<file path="src/rtl/cp0_exc_if.sv">
// cp0_exc_if - M-stage <-> CP0 bundle.
//   master (pipeline): drives mfc0/mtc0 controls, victim PC/BD, exception code,
//                      eret and device interrupt lines; receives CP0Out/EPCOut/Req.
//   slave  (CP0):      the mirror image.
interface cp0_exc_if;
  logic [4:0]  A1;         // mfc0 read register number
  logic [4:0]  A2;         // mtc0 write register number
  logic [31:0] DIn;        // mtc0 write data
  logic        EN;         // mtc0 write enable
  logic [31:0] PC_M;       // victim PC
  logic        BD_M;       // victim sits in a branch delay slot
  logic [4:0]  ExcCode_M;  // exception code from earlier stages, 0 = none
  logic        EXLClr;     // eret in M
  logic [5:0]  HWInt;      // level-sensitive device interrupts
  logic [31:0] CP0Out;     // mfc0 read data
  logic [31:0] EPCOut;     // eret target
  logic        Req;        // flush/redirect request

  modport master (
    output A1, A2, DIn, EN, PC_M, BD_M, ExcCode_M, EXLClr, HWInt,
    input  CP0Out, EPCOut, Req
  );
  modport slave (
    input  A1, A2, DIn, EN, PC_M, BD_M, ExcCode_M, EXLClr, HWInt,
    output CP0Out, EPCOut, Req
  );
endinterface

</file>
<file path="src/rtl/cp0_exc_unit.sv">
// cp0_exc_unit - Coprocessor 0 for the P7 pipeline (M stage).
//   Holds SR(12), Cause(13), EPC(14), PRId(15); evaluates hardware interrupts and
//   M-stage exceptions and raises Req, the zero-latency flush/redirect request.
// Ports:
//   clk   - clock, posedge
//   reset - synchronous, active-high
//   bus   - cp0_exc_if.slave (mfc0/mtc0, victim info, eret, HWInt, CP0Out/EPCOut/Req)
module cp0_exc_unit #(
  parameter logic [31:0] PRID    = 32'h0000_5037,
  parameter int          HWINT_W = 6
) (
  input  logic       clk,
  input  logic       reset,
  cp0_exc_if.slave   bus
);

  // SR fields
  logic [HWINT_W-1:0] im_q, im_d;
  logic               exl_q, exl_d;
  logic               ie_q, ie_d;
  // Cause fields
  logic               bd_q, bd_d;
  logic [HWINT_W-1:0] ip_q, ip_d;
  logic [4:0]         exccode_q, exccode_d;
  // EPC, low two bits held at zero
  logic [31:0]        epc_q, epc_d;

  logic int_req, exc_req, req;

  assign int_req = ie_q & ~exl_q & (|(bus.HWInt & im_q));
  assign exc_req = ~exl_q & (bus.ExcCode_M != 5'd0);
  // Reset must kill Req in the same cycle so a held reset never flushes.
  assign req     = ~reset & (int_req | exc_req);
  assign bus.Req = req;

  always_comb begin
    im_d      = im_q;
    exl_d     = exl_q;
    ie_d      = ie_q;
    bd_d      = bd_q;
    exccode_d = exccode_q;
    epc_d     = epc_q;
    // IP samples the lines on every edge, Req edges included, so a pending
    // interrupt stays visible while nested interrupts are blocked by EXL.
    ip_d      = bus.HWInt;

    if (req) begin
      exl_d     = 1'b1;
      exccode_d = int_req ? 5'd0 : bus.ExcCode_M;
      bd_d      = bus.BD_M;
      epc_d     = (bus.BD_M ? bus.PC_M - 32'd4 : bus.PC_M) & ~32'd3;
    end else begin
      if (bus.EN) begin
        case (bus.A2)
          5'd12: begin
            im_d  = bus.DIn[15:10];
            exl_d = bus.DIn[1];
            ie_d  = bus.DIn[0];
          end
          5'd14:   epc_d = bus.DIn & ~32'd3;
          default: ;
        endcase
      end
      // eret clears EXL after any same-cycle SR write.
      if (bus.EXLClr) exl_d = 1'b0;
    end
  end

  always_ff @(posedge clk) begin
    if (reset) begin
      im_q      <= '0;
      exl_q     <= 1'b0;
      ie_q      <= 1'b0;
      bd_q      <= 1'b0;
      ip_q      <= '0;
      exccode_q <= '0;
      epc_q     <= '0;
    end else begin
      im_q      <= im_d;
      exl_q     <= exl_d;
      ie_q      <= ie_d;
      bd_q      <= bd_d;
      ip_q      <= ip_d;
      exccode_q <= exccode_d;
      epc_q     <= epc_d;
    end
  end

  // Registered state only: an mtc0 shows up on CP0Out the cycle after its edge.
  always_comb begin
    bus.CP0Out = 32'd0;
    case (bus.A1)
      5'd12: bus.CP0Out = {16'd0, im_q, 8'd0, exl_q, ie_q};
      5'd13: bus.CP0Out = {bd_q, 15'd0, ip_q, 3'd0, exccode_q, 2'd0};
      5'd14: bus.CP0Out = epc_q;
      5'd15: bus.CP0Out = PRID;
      default: bus.CP0Out = 32'd0;
    endcase
  end

  assign bus.EPCOut = epc_q;

endmodule

</file>
<file path="src/flat_wrapper.sv">
// flat-port wrapper written by rule: the top's interface ports become plain ports
module cp0_exc_unit_flat 
#(
  parameter logic [31:0] PRID    = 32'h0000_5037,
  parameter int          HWINT_W = 6
)
  (clk, reset, bus_A1, bus_A2, bus_DIn, bus_EN, bus_PC_M, bus_BD_M, bus_ExcCode_M, bus_EXLClr, bus_HWInt, bus_CP0Out, bus_EPCOut, bus_Req);
  cp0_exc_if bus_i ();
  input  logic clk;
  input  logic reset;
  input wire logic [$bits(bus_i.A1)-1:0] bus_A1;
  input wire logic [$bits(bus_i.A2)-1:0] bus_A2;
  input wire logic [$bits(bus_i.DIn)-1:0] bus_DIn;
  input wire logic [$bits(bus_i.EN)-1:0] bus_EN;
  input wire logic [$bits(bus_i.PC_M)-1:0] bus_PC_M;
  input wire logic [$bits(bus_i.BD_M)-1:0] bus_BD_M;
  input wire logic [$bits(bus_i.ExcCode_M)-1:0] bus_ExcCode_M;
  input wire logic [$bits(bus_i.EXLClr)-1:0] bus_EXLClr;
  input wire logic [$bits(bus_i.HWInt)-1:0] bus_HWInt;
  output wire logic [$bits(bus_i.CP0Out)-1:0] bus_CP0Out;
  output wire logic [$bits(bus_i.EPCOut)-1:0] bus_EPCOut;
  output wire logic [$bits(bus_i.Req)-1:0] bus_Req;
  assign bus_i.A1 = bus_A1;
  assign bus_i.A2 = bus_A2;
  assign bus_i.DIn = bus_DIn;
  assign bus_i.EN = bus_EN;
  assign bus_i.PC_M = bus_PC_M;
  assign bus_i.BD_M = bus_BD_M;
  assign bus_i.ExcCode_M = bus_ExcCode_M;
  assign bus_i.EXLClr = bus_EXLClr;
  assign bus_i.HWInt = bus_HWInt;
  assign bus_CP0Out = bus_i.CP0Out;
  assign bus_EPCOut = bus_i.EPCOut;
  assign bus_Req = bus_i.Req;
  cp0_exc_unit #(.PRID(PRID), .HWINT_W(HWINT_W)) u_core (.clk(clk), .reset(reset), .bus(bus_i));
endmodule
</file>
<file path="config.mk">
export PLATFORM = sky130hd
export DESIGN_NAME = cp0_exc_unit_flat
export DESIGN_NICKNAME = d
export VERILOG_FILES = /design/src/rtl/cp0_exc_if.sv /design/src/rtl/cp0_exc_unit.sv /design/src/flat_wrapper.sv
export SDC_FILE = /design/constraint.sdc
export NUM_CORES = 1
export LEC_CHECK = 0
export CAP_MARGIN = 20
export CORE_MARGIN = 2
export CORE_UTILIZATION = 46
export CTS_CLUSTER_SIZE = 24
export DETAILED_ROUTE_END_ITERATION = 7
export PLACE_DENSITY = 0.95
export SYNTH_ARGS = -nofsm -noshare
export SYNTH_HDL_FRONTEND = slang
export SYNTH_SLANG_ARGS = --single-unit
</file>
<file path="constraint.sdc">
create_clock -name clk -period 4.4 [get_ports clk]
set_clock_uncertainty 0.05 [all_clocks]
set_input_delay 0.66 -clock clk [delete_from_list [all_inputs] [get_ports clk]]
set_output_delay 0.66 -clock clk [all_outputs]
set_load 0.05 [all_outputs]
</file>
==> flow_results.org, run 1 <==
** Cells and area
- Share of final-layout standard cells stronger than drive strength 1 :: 7.88%
- The area growth from synthesis to layout is 52.7%.
- 0 antenna diodes ended up in the layout.
- At the end of the flow, the number of nets in the layout was 636.
- Cells fill 72.8% of the core in the end.

** GRT
- Global routing used 30.7% of the available tracks.
- The total overflow left after global routing is 0.
- The number of global-route vias before repair is 3978.
- The first global-routing pass estimated 20800 um of wire.
- Largest net degree at the start of global routing :: 59
- Number of antenna violations at the first check in global routing :: 0

** Critical path
- CP top delay family :: buffers and inverters
- In this run the critical register-to-register path is launched from u_core.im_q[1].
- Data arrival time of the critical path :: 3150 ps
- In this run the register-to-register setup slack is 1680 ps.
- Critical path type :: input port to output pin
- The critical path goes through clkdlybuf4s50_1, nor2b_1, a22oi_1, nor2_1, clkdlybuf4s50_1.
- Critical register-to-register path endpoint :: u_core.bus.EPCOut[15]
- Most used cell along the critical path :: sky130_fd_sc_hd__clkdlybuf4s50_1
- Startpoint type of the worst setup path :: input port
- The critical path contains buffers and inverters numbering 2 combined.
- Critical Path Max Stage Delay :: 850 ps
- The slowest stage of the critical path is the sky130_fd_sc_hd__clkdlybuf4s50_1 cell.
- Of all nets on the critical path, the largest fanout is 14.
- Capturing element type of the critical path :: output pin
- For the worst setup path, the data required time is 3690 ps.
- Measured in cells, the most critical reg-to-reg path has a length of 4.

** Synthesis
- Synth cell count leaders :: sky130_fd_sc_hd__dfxtp_1, sky130_fd_sc_hd__clkbuf_1, sky130_fd_sc_hd__and4b_1
- Number of storage elements in the synthesis netlist :: 50
- Leading post-synthesis cells by cell area :: sky130_fd_sc_hd__dfxtp_1, sky130_fd_sc_hd__and4b_1, sky130_fd_sc_hd__a2111oi_0, sky130_fd_sc_hd__a311oi_1, sky130_fd_sc_hd__mux2i_1
- Among all flip-flop cells after synthesis, the most frequent one is sky130_fd_sc_hd__dfxtp_1.
- Mean instance size in the synthesized netlist :: 8.30 um^2
- Cell taking the most area after synthesis :: sky130_fd_sc_hd__dfxtp_1
- Counting flops with an async set or reset pin after synthesis yields a share of 0%.
- After synthesis, the largest area contributor takes up 28.8% of total cell area.
- Synthesized cell area :: 0.00348 mm^2
- Number of library cell types mapped by synthesis :: 42
- Post-Syn Instances :: 419
- Yosys printed 0 warnings.
- After synthesis, flip-flops and latches occupy 28.8% of the total area.
- The synthesized design contains 0 enable-type register cells.
- Most used standard cell by instance count after synthesis :: sky130_fd_sc_hd__dfxtp_1

** Place
- HPWL after DPL :: 10100 um
- Routability congestion estimate :: 0.886
- Total of buffers placed on input and output ports :: 150
- OpenSTA, run right after detailed placement, puts the worst setup slack at 553 ps.

** Hold path
- The worst hold path begins at u_core.exccode_q[2].
- Worst Hold Class :: flop to flop
- Cell depth of the worst hold path :: 2
- Hold endpoint :: u_core.exccode_q[2]

** Clocking
- TritonCTS created 5 clock buffers.
- CTS saw 50 sinks.
- Clock transition at path regs :: 100 ps
- Post-cts sizing count :: 0
- The clock reaches the later pin of the worst-skew pair after 320 ps.
- TritonCTS clock tree :: yes
- Number of buffers on the longest clock path :: 2
- In this run the clock root is driven by a sky130_fd_sc_hd__clkbuf_8.
- Hold buffers post-CTS :: 0
- Number of post-CTS setup repair buffers :: 0
- In this run the number of H-tree levels came out at 2.

** Floorplan
- The floorplan step set the die height to 90.9 um.
- The floorplan step set the die width to 90.9 um.
- The region available for standard cell placement spans 0.00729 mm^2.
- After floorplanning, the core was divided into 31 placement rows.
- IO Count :: 155
- The die covers 0.00827 mm^2.
- The initial utilization of the core area, before any placement, comes to 47.7%.

** Timing
- The final hold violation count is 0.
- Total Neg Setup Slack :: 0 ps
- Setup violations remaining at the end of the flow were counted as 0.
- Final Worst Setup Slack :: 543 ps
- Final period utilization :: 87.7%
- At the pin with the least slew margin, the transition time is 925 ps.
- Rel. slew slack :: 38.2%
- Highest clock frequency the design can meet :: 0.259 GHz
- Min Clock Period, post-route :: 3860 ps
- RSZ-0062 raised after global routing :: no
- Count of final max-slew check failures :: 0

** Flow run
- Max-cap violations in this run came to 0.

** Pwr
- Dividing total power by cell area gives a power density of 240 mW/mm^2.
- VDD sags by at most 0.128 mV.
- In this run the static leakage power is 1.80 nW.

** Routing
- First-pass DRT Iterations :: 5
- DRC marker count from the first detailed-route iteration :: 514
- DRT Wirelength :: 13100 um
- In the routed design, unresolved DRC markers number 0.
- Vias :: 4179
- Vias per Instance :: 6.48
- Detailed-route wire length per cell :: 20.3 um
- Once detail routing completed, the nets flagged for antenna violations numbered 0.

** Outcome
- Run status :: completed
layout by cell type (no fill, tap or decap), drive strengths merged, types with 11 or more instances in the layout:
cell type      instances
a2111oi               27
a211oi                15
a21oi                 20
a311oi                18
and2                  18
and4b                 28
buf                   28
clkdlybuf4s50        131
dfxtp                 50
mux2i                 14
nand2                 16
nand2b                18
nand3                 13
nor2                  26
nor2b                 11
o31ai                 11
or4                   14
cell type report:
cell class / instances / area [um^2]
multi-input cells: 326 / 2320
well taps: 99 / 124
fillers: 508 / 1980
clock inverters: 2 / 37.5
clock buffers: 6 / 72.6
repair buffers: 159 / 1740
flip-flops and latches: 50 / 1000
inverters: 3 / 11.3
power by group:
part	internal, W	switching [W]
Sequential	0.000487	0.0000318
Clock	0.000170	0.000159
Combinational	0.000177	0.000247
per-layer routing:
metal / share of wire [%] / GRT usage, % / vias to the layer above
met5: 0 / 0 / -
met4: 3.6 / 11.4 / 0
met3: 7.8 / 3.76 / 45
met2: 51 / 54.8 / 266
met1: 38 / 37.6 / 1967
li1: - / - / 1901
worst reg2reg max path: stages (launching register included):
cell and delay (ps):
sky130_fd_sc_hd__dfxtp_1 340, sky130_fd_sc_hd__a22oi_1 400, sky130_fd_sc_hd__a311o_1 600, sky130_fd_sc_hd__nand2_1 700, sky130_fd_sc_hd__a211oi_1 520
state kept, by name (all words and copies together) (netlist names):
name and flops:
u_core.ip_q 6, u_core.bus.EPCOut 30, u_core.exl_q 1, u_core.bd_q 1, u_core.im_q 6, u_core.exccode_q 5
u_core.ie_q 1
kinds of logic after synthesis:
group / Yosys count / synth area share (%)
other cells: 1 / 0.108
mux: 14 / 4.03
flops: 50 / 28.8
simple gates: 186 / 34.6
xor+xnor: 12 / 3.02
buf+inv: 44 / 5.15
fa+ha+maj: 1 / 0.360
compound gates: 111 / 23.9
worst max-delay path by stage:
stage                     startpoint              to  slack [ps]  cells past startpoint
finish                     bus_A1[0]  bus_CP0Out[31]         540                      5
global route               bus_A1[0]  bus_CP0Out[31]         410                      5
CTS                        bus_A1[0]  bus_CP0Out[31]         560                      5
detailed placement         bus_A1[0]  bus_CP0Out[31]         550                      5
global placement    bus_ExcCode_M[3]         bus_Req         700                      6
floorplan                  bus_A1[1]  bus_CP0Out[12]        1210                      4
metrics by stage:
stage	hold slack (ps)	instances	power, W	cell area, um^2
floorplan	390	420	0.000744	3480
global placement	403	637	0.000929	5200
detailed placement	419	637	0.000943	5200
CTS	432	645	0.00126	5310
global route	442	645	0.00130	5310
finish	430	645	0.00127	5310
(Power assumes the default switching activity.)
==> inputs of run 2 (changes only) <==
--- a/config.mk
+++ b/config.mk
@@ -11,6 +11,7 @@
 export CTS_CLUSTER_SIZE = 24
 export DETAILED_ROUTE_END_ITERATION = 7
 export PLACE_DENSITY = 0.95
+export SETUP_SLACK_MARGIN = 0.3
 export SYNTH_ARGS = -nofsm -noshare
 export SYNTH_HDL_FRONTEND = slang
 export SYNTH_SLANG_ARGS = --single-unit
==> results of run 2 <==
The final DEF is identical to that of run 1; final timing and power are the same.
